### src/rtl/crc32_frame_arbiter.sv
// crc32_frame_arbiter
// Frame-level scheduler that shares one 16-bit-per-step CRC-32 datapath
// (reflected, poly 0xEDB88320) between NUM_CH streaming requesters.
// A requester is granted for a whole frame. Each accepted word steps the
// CRC register once. On the last word the finished CRC, the channel index
// and the word count are presented on a single result channel.
//
// Handshake rule, used by both the input lanes and the result channel:
// a transfer happens on the rising clk_i edge at which valid and ready are
// both high. valid, once raised, is held with stable payload until that
// edge. ready may be asserted without valid being present.
//
// Ports
//   clk_i        clock, all state on the rising edge
//   rst_i        asynchronous, active-high reset
//   s_valid_i    per-channel word valid                       [NUM_CH]
//   s_ready_o    per-channel word ready, at most one bit set  [NUM_CH]
//   s_data_i     per-channel word, channel k at [16k+15:16k]; bit 0 is
//                sent first on the wire and the low byte is the first byte
//   s_last_i     per-channel last-word flag, qualified by valid&ready
//   m_valid_o    result valid
//   m_ready_i    result accepted
//   m_crc_o      final CRC (register ^ CRC_XOROUT)
//   m_ch_o       channel index of the result
//   m_words_o    words in the frame, saturating at 16'hFFFF
//   dbg_state_o  FSM state (0 IDLE, 1 RUN, 2 RESULT)
module crc32_frame_arbiter #(
  parameter int          NUM_CH     = 2,
  parameter logic [31:0] CRC_INIT   = 32'hFFFFFFFF,
  parameter logic [31:0] CRC_XOROUT = 32'hFFFFFFFF
) (
  input  logic                   clk_i,
  input  logic                   rst_i,
  input  logic [NUM_CH-1:0]      s_valid_i,
  output logic [NUM_CH-1:0]      s_ready_o,
  input  logic [16*NUM_CH-1:0]   s_data_i,
  input  logic [NUM_CH-1:0]      s_last_i,
  output logic                   m_valid_o,
  input  logic                   m_ready_i,
  output logic [31:0]            m_crc_o,
  output logic [2:0]             m_ch_o,
  output logic [15:0]            m_words_o,
  output logic [1:0]             dbg_state_o
);

  localparam logic [31:0]       POLY    = 32'hEDB88320;
  localparam logic [NUM_CH-1:0] ONE_HOT = {{(NUM_CH-1){1'b0}}, 1'b1};

  typedef enum logic [1:0] {
    IDLE   = 2'd0,
    RUN    = 2'd1,
    RESULT = 2'd2
  } state_t;

  state_t state, state_nxt;

  logic [2:0]            grant;
  logic [2:0]            rr_ptr;
  logic [2:0]            arb_sel;
  logic                  arb_hit;
  logic [3:0]            arb_idx;
  logic [NUM_CH-1:0]     arb_vsh;
  logic [31:0]           crc_reg;
  logic [31:0]           crc_step;
  logic [15:0]           word_cnt;
  logic [15:0]           cnt_inc;
  logic [NUM_CH-1:0]     valid_sh;
  logic [NUM_CH-1:0]     last_sh;
  logic [16*NUM_CH-1:0]  data_sh;
  logic                  g_valid;
  logic                  g_last;
  logic [15:0]           g_data;
  logic                  accept;

  // One CRC step over a 16-bit word, LSB first: the low byte goes out first,
  // which is the same as running the bytewise reflected CRC low byte first.
  function automatic logic [31:0] crc_16(input logic [31:0] c, input logic [15:0] d);
    logic [31:0] r;
    r = c ^ {16'h0000, d};
    for (int i = 0; i < 16; i++) begin
      r = r[0] ? ((r >> 1) ^ POLY) : (r >> 1);
    end
    return r;
  endfunction

  // Select the granted lane with shifts. This avoids indexing a narrow
  // vector with the 3-bit grant.
  assign valid_sh = s_valid_i >> grant;
  assign last_sh  = s_last_i >> grant;
  assign data_sh  = s_data_i >> {grant, 4'b0000};
  assign g_valid  = valid_sh[0];
  assign g_last   = last_sh[0];
  assign g_data   = data_sh[15:0];

  assign accept   = (state == RUN) && g_valid;
  assign crc_step = crc_16(crc_reg, g_data);
  assign cnt_inc  = (word_cnt == 16'hFFFF) ? word_cnt : word_cnt + 16'd1;

  // Round-robin search: first requester at or after rr_ptr, modulo NUM_CH.
  always_comb begin
    arb_hit = 1'b0;
    arb_sel = '0;
    arb_idx = '0;
    arb_vsh = '0;
    for (int i = 0; i < NUM_CH; i++) begin
      arb_idx = {1'b0, rr_ptr} + 4'(i);
      if (arb_idx >= 4'(NUM_CH)) arb_idx = arb_idx - 4'(NUM_CH);
      arb_vsh = s_valid_i >> arb_idx;
      if (!arb_hit && arb_vsh[0]) begin
        arb_hit = 1'b1;
        arb_sel = arb_idx[2:0];
      end
    end
  end

  always_ff @(posedge clk_i or posedge rst_i) begin
    if (rst_i) state <= IDLE;
    else       state <= state_nxt;
  end

  always_comb begin
    state_nxt = state;
    s_ready_o = '0;
    case (state)
      IDLE:   if (arb_hit) state_nxt = RUN;
      RUN: begin
        s_ready_o = ONE_HOT << grant;
        if (accept && g_last) state_nxt = RESULT;
      end
      RESULT: if (m_ready_i) state_nxt = IDLE;
      default: state_nxt = IDLE;
    endcase
  end

  assign dbg_state_o = state;

  always_ff @(posedge clk_i or posedge rst_i) begin
    if (rst_i) begin
      grant     <= '0;
      rr_ptr    <= '0;
      crc_reg   <= CRC_INIT;
      word_cnt  <= '0;
      m_valid_o <= 1'b0;
      m_crc_o   <= '0;
      m_ch_o    <= '0;
      m_words_o <= '0;
    end else begin
      case (state)
        IDLE: begin
          if (arb_hit) begin
            grant    <= arb_sel;
            crc_reg  <= CRC_INIT;
            word_cnt <= '0;
          end
        end
        RUN: begin
          if (accept) begin
            crc_reg  <= crc_step;
            word_cnt <= cnt_inc;
            if (g_last) begin
              m_crc_o   <= crc_step ^ CRC_XOROUT;
              m_words_o <= cnt_inc;
              m_ch_o    <= grant;
              m_valid_o <= 1'b1;
              rr_ptr    <= (grant == 3'(NUM_CH - 1)) ? 3'd0 : grant + 3'd1;
            end
          end
        end
        RESULT: begin
          if (m_ready_i) m_valid_o <= 1'b0;
        end
        default: ;
      endcase
    end
  end

endmodule

### config.mk
export PLATFORM = sky130hd
export DESIGN_NAME = crc32_frame_arbiter
export DESIGN_NICKNAME = d
export VERILOG_FILES = /design/src/rtl/crc32_frame_arbiter.sv
export SDC_FILE = /design/constraint.sdc
export NUM_CORES = 1
export LEC_CHECK = 0
export CAP_MARGIN = 20
export CORE_MARGIN = 2
export CORE_UTILIZATION = 39
export CTS_CLUSTER_DIAMETER = 60
export DETAILED_ROUTE_END_ITERATION = 10
export PLACE_DENSITY = 0.71
export SKIP_LAST_GASP = 1
export SYNTH_ARGS = -nofsm -noshare
export SYNTH_HDL_FRONTEND = slang
export SYNTH_SLANG_ARGS = --single-unit
### constraint.sdc
create_clock -name clk_i -period 7.6 [get_ports clk_i]
set_input_delay 1.52 -clock clk_i [delete_from_list [all_inputs] [get_ports clk_i]]
set_output_delay 1.52 -clock clk_i [all_outputs]
set_load 0.02 [all_outputs]
# After elaboration in Yosys (flattened, before gate mapping)

Index checks and enable logic that the tools add are counted.

Register bits: 108

Bitwise gates (word level): 18
Eq/ne operators: 9
Reductions and logical operators: 12
Magnitude comparators: 2
Shift-type cells: 6
Muxes and demuxes: 39
Add/sub/neg operators: 5

Operators by type and width:

| cell                                                                   | count |
|---|---|
| 32-bit two-way mux                                                     | 18 |
| 13-bit inverter with 14-bit output                                     | 16 |
| 32-bit case mux with 2 select lines                                    | 1 |
| 16-bit two-way mux                                                     | 3 |
| 32-bit inverter                                                        | 1 |
| 16-bit case mux with 2 select lines                                    | 1 |
| 32-bit by 7-bit right shift with 16-bit output                         | 1 |
| 32-bit by 16-bit bitwise XOR with 32-bit output                        | 1 |
| 16-bit by 1-bit adder with 16-bit output (second input constant)       | 1 |
| 16-bit equality test (second input constant)                           | 1 |
| 3-bit two-way mux                                                      | 3 |
| 3-bit AND reduction                                                    | 3 |
| 2-bit two-way mux                                                      | 4 |
| 4-bit two-way mux                                                      | 2 |
| 2-bit inequality test (second input constant)                          | 4 |
| 2-bit by 4-bit right shift with 1-bit output                           | 2 |
| 2-bit case mux with 3 select lines                                     | 1 |
| 2-bit by 3-bit right shift with 1-bit output                           | 2 |
| 1-bit two-way mux                                                      | 5 |
| 3-bit by 1-bit adder with 4-bit output (second input constant)         | 1 |
| 4-bit by 2-bit >= comparator with 1-bit output (second input constant) | 1 |
| 4-bit AND reduction                                                    | 1 |
| 2-bit nonzero test                                                     | 2 |
| 3-bit by 2-bit subtractor with 4-bit output (second input constant)    | 1 |
| other kinds (13)                                                       | 15 |

# Depth between registers and ports, before layout

Gate-level depths: netlist (run 1).

Depth in word-level cells: 36
Gate-level depth with buffers: 13

# Worst setup path after synthesis (run 1)

OpenSTA, ideal clock, no wires.

Path type: input port to flip-flop
Start: input s_data_i[21]
End: register m_crc_o[23]
Setup slack: 3984 ps
Path buffers: 0
Required time: 7475 ps
Stages on the path: 8
Arrival: 3491 ps
Cells stage by stage: mux2i_1 -> nor2_1 -> xnor2_2 -> xnor3_1 -> xnor3_1 -> xnor2_2 -> xnor2_1 -> mux2_2

Cells in the longest elaborated chain, start to end: 22
Elaborated cells between the ends (all ways): 25

Ends and longest elaborated chain:

| element                                             | line | source |
|---|---|---|
| from (decl)                                         | 36   | `input logic [16*NUM_CH-1:0] s_data_i,` |
| 32-bit by 7-bit right shift with 16-bit output (*)  | 90   | `assign data_sh = s_data_i >> {grant, 4'b0000};` |
| 32-bit by 16-bit bitwise XOR with 32-bit output (*) | 79   | `r = c ^ {16'h0000, d};` |
| 32-bit two-way mux (*) (12 in series)               | 81   | `r = r[0] ? ((r >> 1) ^ POLY) : (r >> 1);` |
| 13-bit inverter with 14-bit output (no source line) | n/a  |  |
| 32-bit two-way mux (*) (2 in series)                | 81   |  |
| 13-bit inverter with 14-bit output (no source line) | n/a  |  |
| 32-bit two-way mux (*)                              | 81   |  |
| 13-bit inverter with 14-bit output (no source line) | n/a  |  |
| 32-bit two-way mux (*)                              | 81   |  |
| 32-bit inverter (no source line) (*)                | n/a  |  |
| to (signal assigned)                                | 161  | `m_crc_o <= crc_step ^ CRC_XOROUT;` |
| to (decl)                                           | 40   | `output logic [31:0] m_crc_o,` |

Every way passes the cells marked *; elsewhere a longest branch is shown, timed or not.
A chain may end at the register's enable or synchronous reset.

# Final worst setup path (run 1)

Start: input s_data_i[5]
End: register m_crc_o[23]

Same word-level chain as after synthesis.

==> metrics.csv, run 1 <==
stage,metric,value,unit
timing,worst_slack,3.569,ns
yosys,ys_top_cells_by_count,"xnor2_1 (83), nand2_1 (78), dfrtp_1 (76), nor2_1 (52), a21oi_1 (39)",
setup_path,cp_slowest_stage_delay,0.49,ns
route,drcViolationCount,0,
yosys,ys_top_cells_by_area,"dfrtp_1 (29%), dfstp_2 (13%), xnor2_1 (11%), nand2_1 (4.5%), xnor2_2 (4.2%)",
grt,first_global_vias,4499,
floorplanning,top_level_ports,95,
placement,place_area,7690,um^2
timing,fin_skew,0.009133,ns
clock_tree,post_cts_buffers,0,
timing,worstMarginPinSlew,0.9592,ns
min_path,min_from,m_crc_o[0],
min_path,hp-class,reg2reg,
yosys,yosysUniqueCellTypes,56,
setup_path,end_kind,flip-flop,
setup_path,rr_endpoint,word_cnt[1],
placement,numPortBuffers,94,
finish,fillers,1493,
min_path,holdPathStages,2,
floorplanning,die_area,17890,um^2
yosys,async_flop_share,100.0,%
setup_path,reg2reg_depth,10,
clock_tree,insertion_delay,0.36,ns
timing,period_minus_slack,4.031,ns
floorplanning,rows,47,
clock_tree,cts.clk_slew.worst_paths,0.07,ns
min_path,hold_path_end,m_crc_o[0],
finish,multiInputGateArea,3646,um^2
timing,final_max_slew_viol_count,0,
timing,setup_viol,0,
yosys,synthCells,614,
route,drt_iter0_drc,330,
run,cap_violations,0,
clock_tree,clockRootBuffer,clkbuf_16,
grt,grt_max_degree,66,
grt,grtUsageMet1,25.86,%
timing,slew_headroom,36.06,%
timing,final.period_utilization,53.04,%
timing,rsz0062_at_grt,no,
setup_path,worstPathArrival,4.28,ns
yosys,yosysWarnings,0,
setup_path,start_kind,input port,
clock_tree,ctsResizeCount,0,
setup_path,worstPathMaxFanout,6,
run_status,status,completed,
route,drt_wl_total,14.93,mm
route,drt.antenna.violating_nets,0,
yosys,synth_enable_flop_cells,0,
setup_path,worstSetupPathType,in2reg,
yosys,ys_seq_area_share,41.78,%
floorplanning,chipHeight,133.7,um
yosys,netlist_area,6565,um^2
route,wl_per_cell,16.15,um
setup_path,reg2reg_slack,4.14,ns
clock_tree,cts_hold_buffers,0,
grt,gr-usage-met2,24.96,%
clock_tree,clk_path_buf_depth,2,
timing,fmax,248.1,MHz
route,vias,4511,
floorplanning,die_width,133.7,um
setup_path,r2r_start,rr_ptr[0],
route,via_per_inst,4.882,
yosys,yosysTopAreaCell,dfrtp_1,
yosys,synth_top_area_share,28.97,%
timing,fin_tns_setup,0,ns
floorplanning,coreArea,16520,um^2
finish,finish.instance_area,7970,um^2
clock_tree,cts_tree,yes,
finish,seq_area,2743,um^2
finish,layout-drive-gt1-share,17.47,%
finish,n_antenna_cell,0,
grt,grtUsageMet3,3.272,%
timing,hold_violations,0,
yosys,synth_seq_cells,108,
yosys,yosys_most_used_dff,dfrtp_1,
floorplanning,start_util,39.73,%
setup_path,slowest_stage,xnor2_2,
setup_path,path_cells,"clkdlybuf4s50_1, mux2i_1, nor2_1, xnor2_2, xnor3_1, xnor3_1, xnor2_2, xnor2_1, mux2_2",
finish,area_growth,21.40,%
clock_tree,htreeDepth,3,
clock_tree,cts_made_buffers,9,
yosys,syn_nets,660,
yosys,synth_area_per_cell,10.69,um^2
placement,dp_slack,3.219,ns
finish,finish.net_count,745,
yosys,synth_most_common_cell,xnor2_1,
grt,grt_pass1_wl,24.31,mm
placement,routabilityCongestion,0.8934,
setup_path,critical_path_required,7.85,ns
grt,grt-ovfl-total,0,
route,drt_pass1_iterations,5,
placement,dp_hpwl,10.75,mm
grt,grt-busiest-layer,met1,
grt,antenna_found_initial,0,
clock_tree,clock_sinks,108,
grt,grt_usage,17.39,%
worst max-delay path: cells and delay by family:
family        cells  cell delay [ns]
mux               2             0.45
buf+inv           1             0.41
simple gates      1             0.09
xor+xnor          5             1.80
per-stage QoR:
step,hold WS [ns],util [%],cells
2_1_floorplan,0.4557,-,614
3_3_place_gp,0.4577,46.54,908
3_5_place_dp,0.4647,46.54,908
4_1_cts,0.4817,48.23,924
5_1_grt,0.4969,48.23,924
6_report,0.4770,48.23,924
cells in the final DEF (no fill, tap or decap), types with 2 or more instances in the layout:
cell type / netlist / routed
or2_2: 2 / 2
clkinv_2: 0 / 3
o22a_1: 3 / 3
clkbuf_8: 0 / 2
xor3_2: 3 / 3
a31oi_1: 5 / 5
o21ai_1: 6 / 6
mux2i_1: 18 / 18
xor2_1: 27 / 27
clkdlybuf4s50_1: 0 / 94
o21ai_0: 29 / 29
buf_4: 0 / 7
xnor2_2: 17 / 17
dfstp_2: 32 / 32
a311oi_1: 2 / 2
nor2_2: 8 / 8
dfrtp_1: 76 / 76
nand2_1: 78 / 78
ha_1: 7 / 7
nor2_1: 52 / 52
xnor2_1: 83 / 83
nand2b_1: 4 / 4
nor3_1: 6 / 5
inv_1: 8 / 7
xnor2_4: 10 / 10
a21oi_1: 39 / 39
and3_1: 7 / 7
xnor3_1: 5 / 5
and2_1: 5 / 5
o31ai_1: 2 / 2
clkbuf_16: 0 / 9
nor2b_1: 3 / 3
nand4_1: 2 / 2
a211o_1: 2 / 2
mux2_2: 21 / 21
nand3_1: 4 / 4
worst max-delay path by stage:
| stage | slack [ns] | end | cells past startpoint | start |
|---|---|---|---|---|
| after floorplan | 3.29 | dbg_state_o[0] | 1 | rst_i |
| after global placement | 3.21 | m_crc_o[20] | 9 | s_data_i[21] |
| after detailed placement | 3.22 | m_crc_o[20] | 9 | s_data_i[21] |
| after CTS | 3.58 | m_crc_o[20] | 9 | s_data_i[5] |
| after global routing | 3.45 | word_cnt[1] | 7 | s_valid_i[0] |
| final | 3.57 | m_crc_o[23] | 9 | s_data_i[5] |
layer usage:
| layer | share of wire (%) | up-vias |
|---|---|---|
| li1 | - | 2213 |
| met1 | 49 | 2173 |
| met2 | 44 | 105 |
| met3 | 4.5 | 20 |
| met4 | 2.4 | 0 |
| met5 | 0 | - |
layout make-up:
class | instances | share of cell area, %
clock buffers | 12 | 3.218
clock inverters | 4 | 0.2983
inverters | 8 | 0.4082
multi-input cells | 471 | 45.75
flip-flops and latches | 108 | 34.41
well taps | 220 | 3.454
repair buffers | 101 | 12.46
cells by family after synthesis:
| family | synth area share (%) |
|---|---|
| simple gates | 12.03 |
| xor+xnor | 26.91 |
| flops | 41.78 |
| compound gates | 8.405 |
| mux | 6.785 |
| buf+inv | 2.763 |
| fa+ha+maj | 1.334 |
Power of run 1 is left out: the tool's default activity adds up to more than one toggle a clock period on the data nets, which glitch-free logic cannot reach.
==> run 2, diff against run 1 <==
==> constraint.sdc (replaced) <==
create_clock -name clk_i -period 3.9 [get_ports clk_i]
set_input_delay 0.78 -clock clk_i [delete_from_list [all_inputs] [get_ports clk_i]]
set_output_delay 0.78 -clock clk_i [all_outputs]
set_load 0.02 [all_outputs]
==> metrics.csv, run 2 (synthesis results as in run 1) <==
stage,metric,value,unit,change
run_status,status,completed,,unchanged
timing,holdWs,0.4757,ns,was 0.4770 ns
clock_tree,htreeDepth,3,,unchanged
route,drcViolationCount,0,,unchanged
route,wl_per_cell,16.38,um,was 16.15 um
finish,n_antenna_cell,0,,unchanged
grt,grt-ovfl-total,0,,unchanged
route,via_per_inst,4.892,,was 4.882
placement,dp.cells,919,,was 908
timing,final.period_utilization,81.46,%,
route,wl_met2,7.000,mm,was 6.520 mm
clock_tree,clk_path_buf_depth,2,,unchanged
finish,layout.cells.non_filler,935,,was 924
floorplanning,die_width,133.7,um,unchanged
setup_path,critical_path_required,4.18,ns,was 7.85 ns
grt,grt_max_degree,57,,was 66
finish,final_common_cell,clkdlybuf4s50_1,,unchanged
setup_path,worstPathMaxFanout,24,,was 6
clock_tree,clockRootBuffer,clkbuf_16,,unchanged
run,cap_violations,0,,unchanged
setup_path,path_cells,"ha_1, xnor2_1, ha_1, nand2b_1, a21bo_2, a211o_1, a211oi_1, or2_2, buf_4, nor2_1, a21oi_1",,"was clkdlybuf4s50_1, mux2i_1, nor2_1, xnor2_2, xnor3_1, xnor3_1, xnor2_2, xnor2_1, mux2_2"
route,vias,4574,,was 4511
setup_path,start_kind,flip-flop,,was input port
finish,finish.net_count,756,,was 745
placement,numPortBuffers,94,,unchanged
timing,fmax,314.8,MHz,
grt,grt_pass1_wl,24.85,mm,was 24.31 mm
grt,antenna_found_initial,0,,unchanged
route,routed.top_layer,met4,,unchanged
finish,final_cell_mix,"clkdlybuf4s50_1 (94), xnor2_1 (83), nand2_1 (78), dfrtp_1 (76), nor2_1 (52)",,unchanged
placement,routabilityCongestion,0.9090,,was 0.8934
setup_path,crit_top_cell,ha_1,,
floorplanning,chipHeight,133.7,um,unchanged
timing,hold_violations,0,,unchanged
timing,period_minus_slack,3.177,ns,
route,drt_pass1_iterations,4,,was 5
route,drt_wl_total,15.32,mm,was 14.93 mm
finish,layout-drive-gt1-share,18.46,%,was 17.47%
floorplanning,coreArea,16520,um^2,unchanged
timing,fin_skew,0.009711,ns,was 0.009133 ns
grt,first_global_vias,4668,,was 4499
setup_path,worstPathArrival,3.46,ns,was 4.28 ns
setup_path,cp_slowest_stage_delay,0.53,ns,was 0.49 ns
clock_tree,post_cts_buffers,0,,unchanged
clock_tree,clock_sinks,108,,unchanged
route,m1WireLength,7.407,mm,was 7.382 mm
clock_tree,ctsResizeCount,0,,unchanged
setup_path,critical_path_buf_inv_count,1,,unchanged
finish,area_growth,23.23,%,was 21.40%
floorplanning,top_level_ports,95,,unchanged
timing,setup_viol,0,,unchanged
clock_tree,cts_made_buffers,9,,unchanged
timing,slew_headroom,51.42,%,was 36.06%
grt,grt_usage,17.95,%,was 17.39%
floorplanning,die_area,17890,um^2,unchanged
setup_path,worstSetupPathType,reg2reg,,was in2reg
timing,final_max_slew_viol_count,0,,unchanged
route,drt_iter0_drc,205,,was 330
setup_path,slowest_stage,or2_2,,was xnor2_2
timing,rsz0062_at_grt,no,,unchanged
route,wl_met3,693,um,was 667 um
floorplanning,start_util,39.73,%,unchanged
route,drt.antenna.violating_nets,0,,unchanged
placement,dp_hpwl,11.26,mm,was 10.75 mm
setup_path,end_kind,flip-flop,,unchanged
floorplanning,rows,47,,unchanged
timing,fin_tns_setup,0,ns,unchanged
min_path,hp-class,reg2reg,,unchanged
clock_tree,insertion_delay,0.35,ns,was 0.36 ns
clock_tree,cts.clk_slew.worst_paths,0.07,ns,about the same
timing,worstMarginPinSlew,0.7287,ns,was 0.9592 ns
clock_tree,cts_tree,yes,,unchanged
clock_tree,cts_hold_buffers,0,,unchanged
setup_path,crit_family,compound AO/OA/AOI/OAI gates,,was XOR/XNOR gates
[run 2: changes by cell type in the layout (fill, tap and decap cells not counted), sizes merged]
| cell | previous run | this run |
|---|---|---|
| buf | 7 | 18 |
| clkinv | 4 | 1 |
| bufinv | 0 | 1 |
| clkbuf | 12 | 13 |
| inv | 8 | 9 |
[run 2: worst reg2reg max path: cells and delay by family (launching register included)]
family | cells | cell delay [ns]
AOI/OAI and AO/OA | 4 | 0.92
xor gates and xnor gates | 1 | 0.21
adders and majority gates | 2 | 0.46
buffers and inverters | 1 | 0.37
DFF | 1 | 0.47
and+or+nand+nor | 3 | 0.67
[run 2: final timing paths]
kind	from	endpoint	slack, ns	cells after the start
hold / removal	m_crc_o[8]	m_crc_o[8]	0.48	2
min in group asynchronous	rst_i	m_words_o[4]	0.91	2
hold reg to reg	m_crc_o[8]	m_crc_o[8]	0.48	2
setup reg to reg	rr_ptr[0]	crc_reg[25]	0.72	11
max in group asynchronous	rst_i	crc_reg[4]	2.20	3
setup / recovery	rr_ptr[0]	crc_reg[25]	0.72	11
[run 2: final cells by class]
type                            instances  area [um^2]
Tap cell                              220        275.3
Inverter                                8        32.53
Multi-Input combinational cell        471         3646
Fill cell                            1502         8434
Sequential cell                       108         2743
Clock buffer                           13        261.5
Clock inverter                          3        43.79
Timing Repair Buffer                  112         1089
[run 2: through the flow]
step	util [%]	cell area [um^2]	setup WS, ns
5_1_grt	48.96	8090	0.4650
3_5_place_dp	47.11	7785	0.4355
6_report	48.96	8090	0.7230
2_1_floorplan	-	6565	0.3274
3_3_place_gp	47.11	7785	0.4588
4_1_cts	48.96	8090	0.7109
[run 2: layer usage]
metal | GRT usage, % | vias to the layer above
li1 | - | 2249
met1 | 24.77 | 2215
met2 | 28.89 | 96
met3 | 3.082 | 14
met4 | 5.615 | 0
met5 | 0 | -
Power of run 2 is left out for the same reason.
